File: src/rtl/lcd1602_bus_receiver_if.sv
// LCD1602 parallel bus: rs/rw/enable/data as seen at the panel pins.
// The master drives the bus and the receiver only samples it.
interface lcd1602_bus_receiver_if;
    logic       rs;
    logic       rw;
    logic       enable;
    logic [7:0] data;

    modport master (output rs, rw, enable, data);
    modport slave  (input  rs, rw, enable, data);
endinterface

File: src/rtl/lcd1602_bus_receiver.sv
// HD44780-style 16x2 responder: decodes bus bytes, keeps a DDRAM image.
// Bytes are taken on the synchronized falling edge of enable.
module lcd1602_bus_receiver #(
    parameter int         BUSY_CYCLES = 4,
    parameter logic [7:0] FILL_CHAR   = 8'h20
) (
    input  logic                   clk,
    input  logic                   reset,
    lcd1602_bus_receiver_if.slave  bus,
    input  logic [4:0]             rd_addr,
    output logic [7:0]             rd_char,
    output logic [6:0]             cursor_addr,
    output logic                   display_on,
    output logic                   func_seen,
    output logic                   busy,
    output logic                   char_strobe,
    output logic                   cmd_strobe,
    output logic [7:0]             last_byte,
    output logic                   error
);

    typedef enum logic [1:0] {
        IDLE,
        CLEAR,
        BUSY
    } state_t;

    state_t      state;
    logic [1:0]  rs_s;
    logic [1:0]  rw_s;
    logic [1:0]  en_s;
    logic        en_d1;
    logic [7:0]  d_m;
    logic [7:0]  d_s;
    logic [4:0]  fill_idx;
    logic [15:0] cnt;
    logic [6:0]  ac;
    logic        id;
    logic [7:0]  mem [32];
    logic        we;
    logic [4:0]  waddr;
    logic [7:0]  wdata;
    logic        fall;

    // Next address counter value, wrapping between the two 16-cell lines.
    function automatic logic [6:0] ac_adv(input logic [6:0] a, input logic inc);
        logic [6:0] r;
        if (inc) begin
            if (a == 7'h0F)      r = 7'h40;
            else if (a == 7'h4F) r = 7'h00;
            else                 r = a + 7'd1;
        end else begin
            if (a == 7'h00)      r = 7'h4F;
            else if (a == 7'h40) r = 7'h0F;
            else                 r = a - 7'd1;
        end
        return r;
    endfunction

    function automatic logic ac_ok(input logic [6:0] a);
        return (a[6:4] == 3'b000) || (a[6:4] == 3'b100);
    endfunction

    assign fall        = en_d1 & ~en_s[1];
    assign cursor_addr = ac;

    // Two-flop synchronizers for every bus pin plus enable history.
    always_ff @(posedge clk or posedge reset) begin
        if (reset) begin
            rs_s  <= '0;
            rw_s  <= '0;
            en_s  <= '0;
            en_d1 <= 1'b0;
            d_m   <= '0;
            d_s   <= '0;
        end else begin
            rs_s  <= {rs_s[0], bus.rs};
            rw_s  <= {rw_s[0], bus.rw};
            en_s  <= {en_s[0], bus.enable};
            en_d1 <= en_s[1];
            d_m   <= bus.data;
            d_s   <= d_m;
        end
    end

    // DDRAM write port: clear fill has the port, else an accepted data byte.
    always_comb begin
        we    = 1'b0;
        waddr = fill_idx;
        wdata = FILL_CHAR;
        if (state == CLEAR) begin
            we = 1'b1;
        end else if (state == IDLE && fall && !rw_s[1] && rs_s[1]) begin
            we    = 1'b1;
            waddr = {ac[6], ac[3:0]};
            wdata = d_s;
        end
    end

    // DDRAM storage; contents are defined by the post-reset fill.
    always_ff @(posedge clk) begin
        if (we) mem[waddr] <= wdata;
    end

    // Registered readback, independent of the FSM.
    always_ff @(posedge clk or posedge reset) begin
        if (reset) rd_char <= '0;
        else       rd_char <= mem[rd_addr];
    end

    // Control FSM: fill, busy countdown and byte decode.
    always_ff @(posedge clk or posedge reset) begin
        if (reset) begin
            state       <= CLEAR;
            fill_idx    <= '0;
            cnt         <= '0;
            ac          <= '0;
            id          <= 1'b1;
            display_on  <= 1'b0;
            func_seen   <= 1'b0;
            busy        <= 1'b0;
            char_strobe <= 1'b0;
            cmd_strobe  <= 1'b0;
            last_byte   <= '0;
            error       <= 1'b0;
        end else begin
            char_strobe <= 1'b0;
            cmd_strobe  <= 1'b0;
            if (fall && (state != IDLE || rw_s[1])) error <= 1'b1;
            unique case (state)
                CLEAR: begin
                    busy     <= 1'b1;
                    fill_idx <= fill_idx + 5'd1;
                    if (fill_idx == 5'd31) begin
                        state <= BUSY;
                        cnt   <= BUSY_CYCLES[15:0];
                    end
                end
                BUSY: begin
                    cnt <= cnt - 16'd1;
                    if (cnt <= 16'd1) begin
                        state <= IDLE;
                        busy  <= 1'b0;
                    end
                end
                IDLE: begin
                    if (fall && !rw_s[1]) begin
                        last_byte <= d_s;
                        busy      <= 1'b1;
                        state     <= BUSY;
                        cnt       <= BUSY_CYCLES[15:0];
                        if (rs_s[1]) begin
                            char_strobe <= 1'b1;
                            ac          <= ac_adv(ac, id);
                        end else begin
                            cmd_strobe <= 1'b1;
                            unique case (1'b1)
                                d_s == 8'h01: begin
                                    ac       <= '0;
                                    id       <= 1'b1;
                                    fill_idx <= '0;
                                    state    <= CLEAR;
                                end
                                d_s[7:1] == 7'h01: ac <= '0;
                                d_s[7:2] == 6'h01: id <= d_s[1];
                                d_s[7:3] == 5'h01: display_on <= d_s[2];
                                d_s[7:4] == 4'h1: ;
                                d_s[7:5] == 3'h1: func_seen <= 1'b1;
                                d_s[7:6] == 2'h1: ;
                                d_s[7]: begin
                                    if (ac_ok(d_s[6:0])) ac <= d_s[6:0];
                                    else                 error <= 1'b1;
                                end
                                default: ;
                            endcase
                        end
                    end
                end
                default: state <= IDLE;
            endcase
        end
    end

endmodule
File: src/flat_wrapper.sv
// flat-port wrapper written by rule: the top's interface ports become plain ports
module lcd1602_bus_receiver_flat 
#(
    parameter int         BUSY_CYCLES = 4,
    parameter logic [7:0] FILL_CHAR   = 8'h20
)
  (clk, reset, rd_addr, rd_char, cursor_addr, display_on, func_seen, busy, char_strobe, cmd_strobe, last_byte, error, bus_rs, bus_rw, bus_enable, bus_data);
  lcd1602_bus_receiver_if bus_i ();
  input  logic clk;
  input  logic reset;
  input  logic [4:0] rd_addr;
  output logic [7:0] rd_char;
  output logic [6:0] cursor_addr;
  output logic display_on;
  output logic func_seen;
  output logic busy;
  output logic char_strobe;
  output logic cmd_strobe;
  output logic [7:0] last_byte;
  output logic error;
  input wire logic [$bits(bus_i.rs)-1:0] bus_rs;
  input wire logic [$bits(bus_i.rw)-1:0] bus_rw;
  input wire logic [$bits(bus_i.enable)-1:0] bus_enable;
  input wire logic [$bits(bus_i.data)-1:0] bus_data;
  assign bus_i.rs = bus_rs;
  assign bus_i.rw = bus_rw;
  assign bus_i.enable = bus_enable;
  assign bus_i.data = bus_data;
  lcd1602_bus_receiver #(.BUSY_CYCLES(BUSY_CYCLES), .FILL_CHAR(FILL_CHAR)) u_core (.clk(clk), .reset(reset), .bus(bus_i), .rd_addr(rd_addr), .rd_char(rd_char), .cursor_addr(cursor_addr), .display_on(display_on), .func_seen(func_seen), .busy(busy), .char_strobe(char_strobe), .cmd_strobe(cmd_strobe), .last_byte(last_byte), .error(error));
endmodule
File: config.mk
export PLATFORM = sky130hd
export DESIGN_NAME = lcd1602_bus_receiver_flat
export DESIGN_NICKNAME = d
export VERILOG_FILES = /design/src/rtl/lcd1602_bus_receiver_if.sv /design/src/rtl/lcd1602_bus_receiver.sv /design/src/flat_wrapper.sv
export SDC_FILE = /design/constraint.sdc
export NUM_CORES = 1
export LEC_CHECK = 0
export CORE_MARGIN = 5
export CORE_UTILIZATION = 40
export DETAILED_ROUTE_END_ITERATION = 12
export PLACE_DENSITY_LB_ADDON = 0.2
export SLEW_MARGIN = 20
export SYNTH_ARGS = -nofsm -noshare
export SYNTH_HDL_FRONTEND = slang
export SYNTH_SLANG_ARGS = --single-unit
File: constraint.sdc
create_clock -name clk -period 8.15 [get_ports clk]
set_input_delay 2.0375 -clock clk [delete_from_list [all_inputs] [get_ports clk]]
set_output_delay 2.0375 -clock clk [all_outputs]
set_load 0.01 [all_outputs]
# After elaboration in Yosys (flattened, before gate mapping)
# Memory sizes are Yosys's and may differ from the RTL's. A register that Yosys moved wholly into a read port is not among the register bits.
# Index checks and enable logic that the tools add are counted.
dict set report classes {
  add_sub_neg 4
  magnitude_cmp 1
  n_eq_ne 18
  n_mux 45
  bitwise_logic 3
  reduce_logical 26
}
# operator count
set op_table {}
lappend op_table {{$mux W7} 7}
lappend op_table {{$pmux W16 S3} 1}
lappend op_table {{$mux W16} 2}
lappend op_table {{$mux W5} 5}
lappend op_table {{$reduce_and A4 Y1} 5}
lappend op_table {{$mux W1} 18}
lappend op_table {{$le A16 B1 Y1 const B} 1}
lappend op_table {{$mux W8} 2}
lappend op_table {{$sub A16 B1 Y16 const B} 1}
lappend op_table {{$eq A7 B7 Y1 const B} 2}
lappend op_table {{$pmux W7 S2} 1}
lappend op_table {{$mux W2} 5}
lappend op_table {{$pmux W5 S2} 1}
lappend op_table {{$reduce_and A3 Y1} 3}
lappend op_table {{$eq A8 B1 Y1 const B} 1}
lappend op_table {{$ne A2 B2 Y1 const B} 4}
lappend op_table {{$add A7 B1 Y7 const B} 1}
lappend op_table {{$eq A7 B1 Y1 const B} 1}
lappend op_table {{$eq A7 B4 Y1 const B} 1}
lappend op_table {{$logic_not A7 Y1} 1}
lappend op_table {{$sub A7 B1 Y7 const B} 1}
lappend op_table {{$eq A6 B1 Y1 const B} 1}
lappend op_table {{$pmux W2 S3} 1}
lappend op_table {{$reduce_bool A2 Y1} 3}
lappend op_table {{other kinds (21)} 28}
dict set report word_totals {
  reg_bits 68
  ramBits 256
  in_bits 18
  wordCells 116
  memories 1
}
# memory words word_bits rd rd_ports_with_merged_regs wr line_no
set mem_list {}
lappend mem_list {u_core.mem 32 8 1 1 1 lcd1602_bus_receiver.sv:39} ;# logic [7:0] mem [32];

# Longest topological paths before layout
dict set report logic_depth {
  depth_word 9
  depth_mapped 8
  ltp_nobuf 7
}

# Least setup slack after synthesis
# No wires, ideal clock.
dict set report synth_path {
  kind {input-to-reg}
  from {in rd_addr[1]}
  to {reg u_core.rd_char[6], read port of u_core.mem}
  setup_ns 0.125
  arrival_time_ns 3.231
  required_ns 8.025
  path_slack_ns 4.794
  path_stages 5
  n_path_buf 2
  cell_sequence {buf_4 > buf_2 > mux4_2 > o22ai_1 > nor4_1}
}
# item line_no
set synth_rtl {}
lappend synth_rtl {{start: declaration} flat_wrapper.sv:11} ;# input logic [4:0] rd_addr;
lappend synth_rtl {{end: declaration} lcd1602_bus_receiver.sv:11} ;# output logic [7:0] rd_char,

# Worst setup path in the final report
dict set report layout_path {
  from {reg u_core.rs_s[1]}
  to {mem u_core.mem[11][0] (enable)}
}
dict set report layout_between {
  elab_chain_len 5
  word_cells_on_any_way 7
  cone_classes {mux (6); reduce/logical (1)}
}
# item line_no
set layout_lines {}
lappend layout_lines {{start: declaration} lcd1602_bus_receiver.sv:29} ;# logic [1:0] rs_s;
lappend layout_lines {{start signal: assignment} lcd1602_bus_receiver.sv:77} ;# rs_s <= {rs_s[0], bus.rs};
lappend layout_lines {{$logic_and A1 B1 Y1 (*)} lcd1602_bus_receiver.sv:93} ;# end else if (state == IDLE && fall && !rw_s[1] && rs_s[1]) begin
lappend layout_lines {{$mux W1} lcd1602_bus_receiver.sv:93}
lappend layout_lines {{$mux W1} lcd1602_bus_receiver.sv:91} ;# if (state == CLEAR) begin
lappend layout_lines {{$mux W1} lcd1602_bus_receiver.sv:102} ;# if (we) mem[waddr] <= wdata;
lappend layout_lines {{$mux W1 (not written as such)} lcd1602_bus_receiver.sv:102}
lappend layout_lines {{end: declaration} lcd1602_bus_receiver.sv:39}
# Every way passes the cells marked *; elsewhere a longest branch is shown, timed or not.

==> flow_summary_export.csv <==
group,metric,value,unit
clock_tree,postCtsResizedCells,0,
critical_path,critPathLaunch,"u_core.rs_s[1]",
critical_path,rr_startpoint,"u_core.rs_s[1]",
floorplanning,die_width,192.8,microns
sta,finalWorstSetupSlack,4.144,ns
synth,synthAdderAreaFrac,0.5618,%
clock_tree,cts.sinks,332,
floorplanning,die_h,192.8,microns
floorplanning,coreArea,0.03328,sq mm
layout,nFillCells,2856,
detailed_routing,firstDrtPassIters,5,
global_routing,grt_pass1_vias,7361,
clock_tree,post_cts_buffers,0,
sta,tns,0,ns
clock_tree,cts_hold_buf,0,
floorplanning,start_util,40.15,%
critical_path,reg2reg_depth,4,
sta,worst_pin_slew,1.115,ns
sta,finalHoldViolCount,0,
critical_path,cp.arrival,4.15,ns
synth,yosys_warnings,0,
worst_hold_path,hold_depth,0,
synth,yosys.area_share.simple,7.594,%
critical_path,reg2reg_to,"u_core.mem[11][0]",
sta,slew_viol_final,0,
synth,synthesis.area,0.01336,sq mm
synth,synth_top_area_cell,"edfxtp_1",
synth,muxShareOfSynthArea,12.17,%
power_and_ir_drop,p_leak,5.255,nW
detailed_routing,avgViaCountPerCell,5.592,
synth,synth_flop_cell,"edfxtp_1",
sta,period_minus_slack,4.006,ns
power_and_ir_drop,peakVddDrop,201.7,uV
clock_tree,cts-root-buf,"clkbuf_16",
detailed_routing,first_iter_violations,608,
sta,finalClockSkew,0.01808,ns
synth,synth_edf_count,256,
clock_tree,clk_latency,0.53,ns
synth,synth-compound-area-share,6.114,%
clock_tree,cts_buffers,37,
sta,fin_crit_sh,49.15,%
synth,yosys.area_share.xor_xnor,0.06554,%
sta,relSlewSlack,25.66,%
layout,drive_above_1_share,19.67,%
synth,synthDistinctLibCells,66,
synth,synth_top_family_by_area,"multiplexers",
placed_design,io_buffer_count,46,
layout,final_nets,850,
sta,setup_violations,0,
floorplanning,ios,47,
floorplanning,placementRows,67,
placed_design,hpwlAfterDp,18910,microns
clock_tree,cts_buffer_depth,3,
global_routing,grt_max_degree,77,
synth,ys_seq_area_share,71.78,%
detailed_routing,drt.antenna.violating_nets,0,
detailed_routing,routed_wl,30460,microns
global_routing,antenna_found_initial,0,
clock_tree,clk_pin_slew_worst_paths,0.06,ns
global_routing,grt_usage,16.60,%
synth,yosys.area.top_type_share,57.53,%
critical_path,path_class,"register to register",
layout,final_cell_mix,"256 x edfxtp_1, 74 x dfrtp_1, 64 x mux4_2",
flow_run,cap_violations,0,
synth,synth-seq-cells,332,
critical_path,end_kind,"register",
placed_design,gp_congestion,0.7825,
detailed_routing,vias,7281,
worst_hold_path,min_from,"u_core.en_s[0]",
layout,final_common_cell,"edfxtp_1",
global_routing,grt.overflow.total,0,
layout,syn_to_final_growth,15.93,%
run_status,outcome,"finished clean",
detailed_routing,drc,0,
power_and_ir_drop,power-per-cell-area,266.4,mW/mm^2
clock_tree,htreeDepth,2,
sta,grt_setup_unrepaired,"false",
synth,synth_nets,798,
placed_design,place_worst_setup_slack,3.673,ns
sta,max_freq,249.6,MHz
global_routing,grt_first_pass_wirelength,46650,microns
detailed_routing,wl_per_cell,23.40,microns
floorplanning,die_area,0.03716,sq mm
worst_hold_path,worstHoldPathType,"register to register",
synth,syn_inst,774,
synth,async_flop_share,22.89,%
synth,syn_area_per_cell,17.26,sq um
clock_tree,cts_tree,"built",
critical_path,worst_setup_path_start_kind,"register",
critical_path,crit_fanout,19,
critical_path,worstPathRequired,8.29,ns
critical_path,r2r_slack,4.14,ns
layout,num_antenna_cells,0,
worst_hold_path,holdPathEnd,"u_core.en_s[1]",
synth,synthTopCellsByArea,"edfxtp_1 58%, dfrtp_1 14%, mux4_2 11%, o22ai_1 1.7%, nor2_1 1.3%",
## per-stage QoR
stage	area (sq um)	std cells	hold slack (ns)	power [W]	util [%]
final	15490	1302	0.3346	0.004127	46.55
after global routing	15490	1302	0.3414	0.004300	46.55
after CTS	15470	1302	0.3380	0.004165	46.49
after detailed placement	14250	1235	0.3347	0.002490	42.81
after global placement	14250	1235	0.3327	0.002481	42.81
after floorplan	13360	774	0.3312	0.002306	-
## cells in the mapped netlist, types with 3 or more instances
library cell,count
o21ai_0,15
a31oi_1,6
inv_1,14
nand4b_1,3
nand3_1,8
mux2i_1,5
a22oi_1,7
o2bb2ai_1,3
clkbuf_1,12
buf_1,8
nand2b_1,6
o22ai_1,36
edfxtp_1,256
nor3_1,9
nand3b_1,6
dfrtp_1,74
nor2b_1,5
nor3b_1,3
and2_1,8
mux2_2,12
o31ai_1,11
and3_1,3
nor2_1,47
ha_1,6
or4_1,9
nand4_1,3
buf_4,3
nand2_1,22
or3_1,8
nor4_1,16
or2_2,4
a211oi_1,3
a21oi_1,26
buf_2,15
mux4_2,64
## report_power, final
group	leakage [nW]	internal, W	switching, W	total [W]
combinational	1.25	0.000218	0.000242	0.000460
sequential	3.41	0.00189	0.000103	0.00199
clock	0.603	0.00100	0.000668	0.00167
## critical path, cell delays in order (launching register included)
cell and delay (ns):
dfrtp_1 0.78, clkinv_1 0.48, nor3_2 0.90, a31oi_1 0.54
nor2_1 0.91
## state kept, by name, indices dropped and copies added, names as in the netlist, 5 cells and up
register            count
u_core.d_s              8
u_core.d_m              8
u_core.mem            256
u_core.fill_idx         5
u_core.cnt             16
u_core.cursor_addr      7
u_core.rd_char          8
u_core.last_byte        8
## layer usage
metal,global-route usage [%],share of wire [%],vias up
met5,0,0,-
met4,3.593,1.7,0
met3,2.931,5.1,38
met2,25.76,46,205
met1,24.78,47,3796
li1,-,-,3242
## worst max-delay path by stage
stage                              to  cells past startpoint
floorplan                 u_core.busy                      1
global placement    u_core.rd_char[3]                      5
detailed placement  u_core.rd_char[0]                      5
CTS                 u_core.rd_char[0]                      5
global route        u_core.mem[11][0]                      4
finish              u_core.mem[11][0]                      4
## cell families (layout without fill, tap and decap cells)
kind of cell | count (synthesis) | count (layout)
xor gates and xnor gates | 1 | 1
adders and majority gates | 6 | 6
DFF | 332 | 332
and+or+nand+nor | 176 | 176
buffers and inverters | 53 | 133
AOI/OAI and AO/OA | 125 | 125
muxes | 81 | 81
## final cells by class
class	instances	area, sq um	share of cell area [%]
multi-input combinational	389	3561	22.99
clock buffer	46	999.7	6.453
tap	448	560.5	3.618
sequential	332	9592	61.92
clock inverter	21	226.5	1.462
timing repair buffer	51	494.2	3.190
inverter	15	57.56	0.3715
Note: power is estimated with default switching activity, not from simulation.
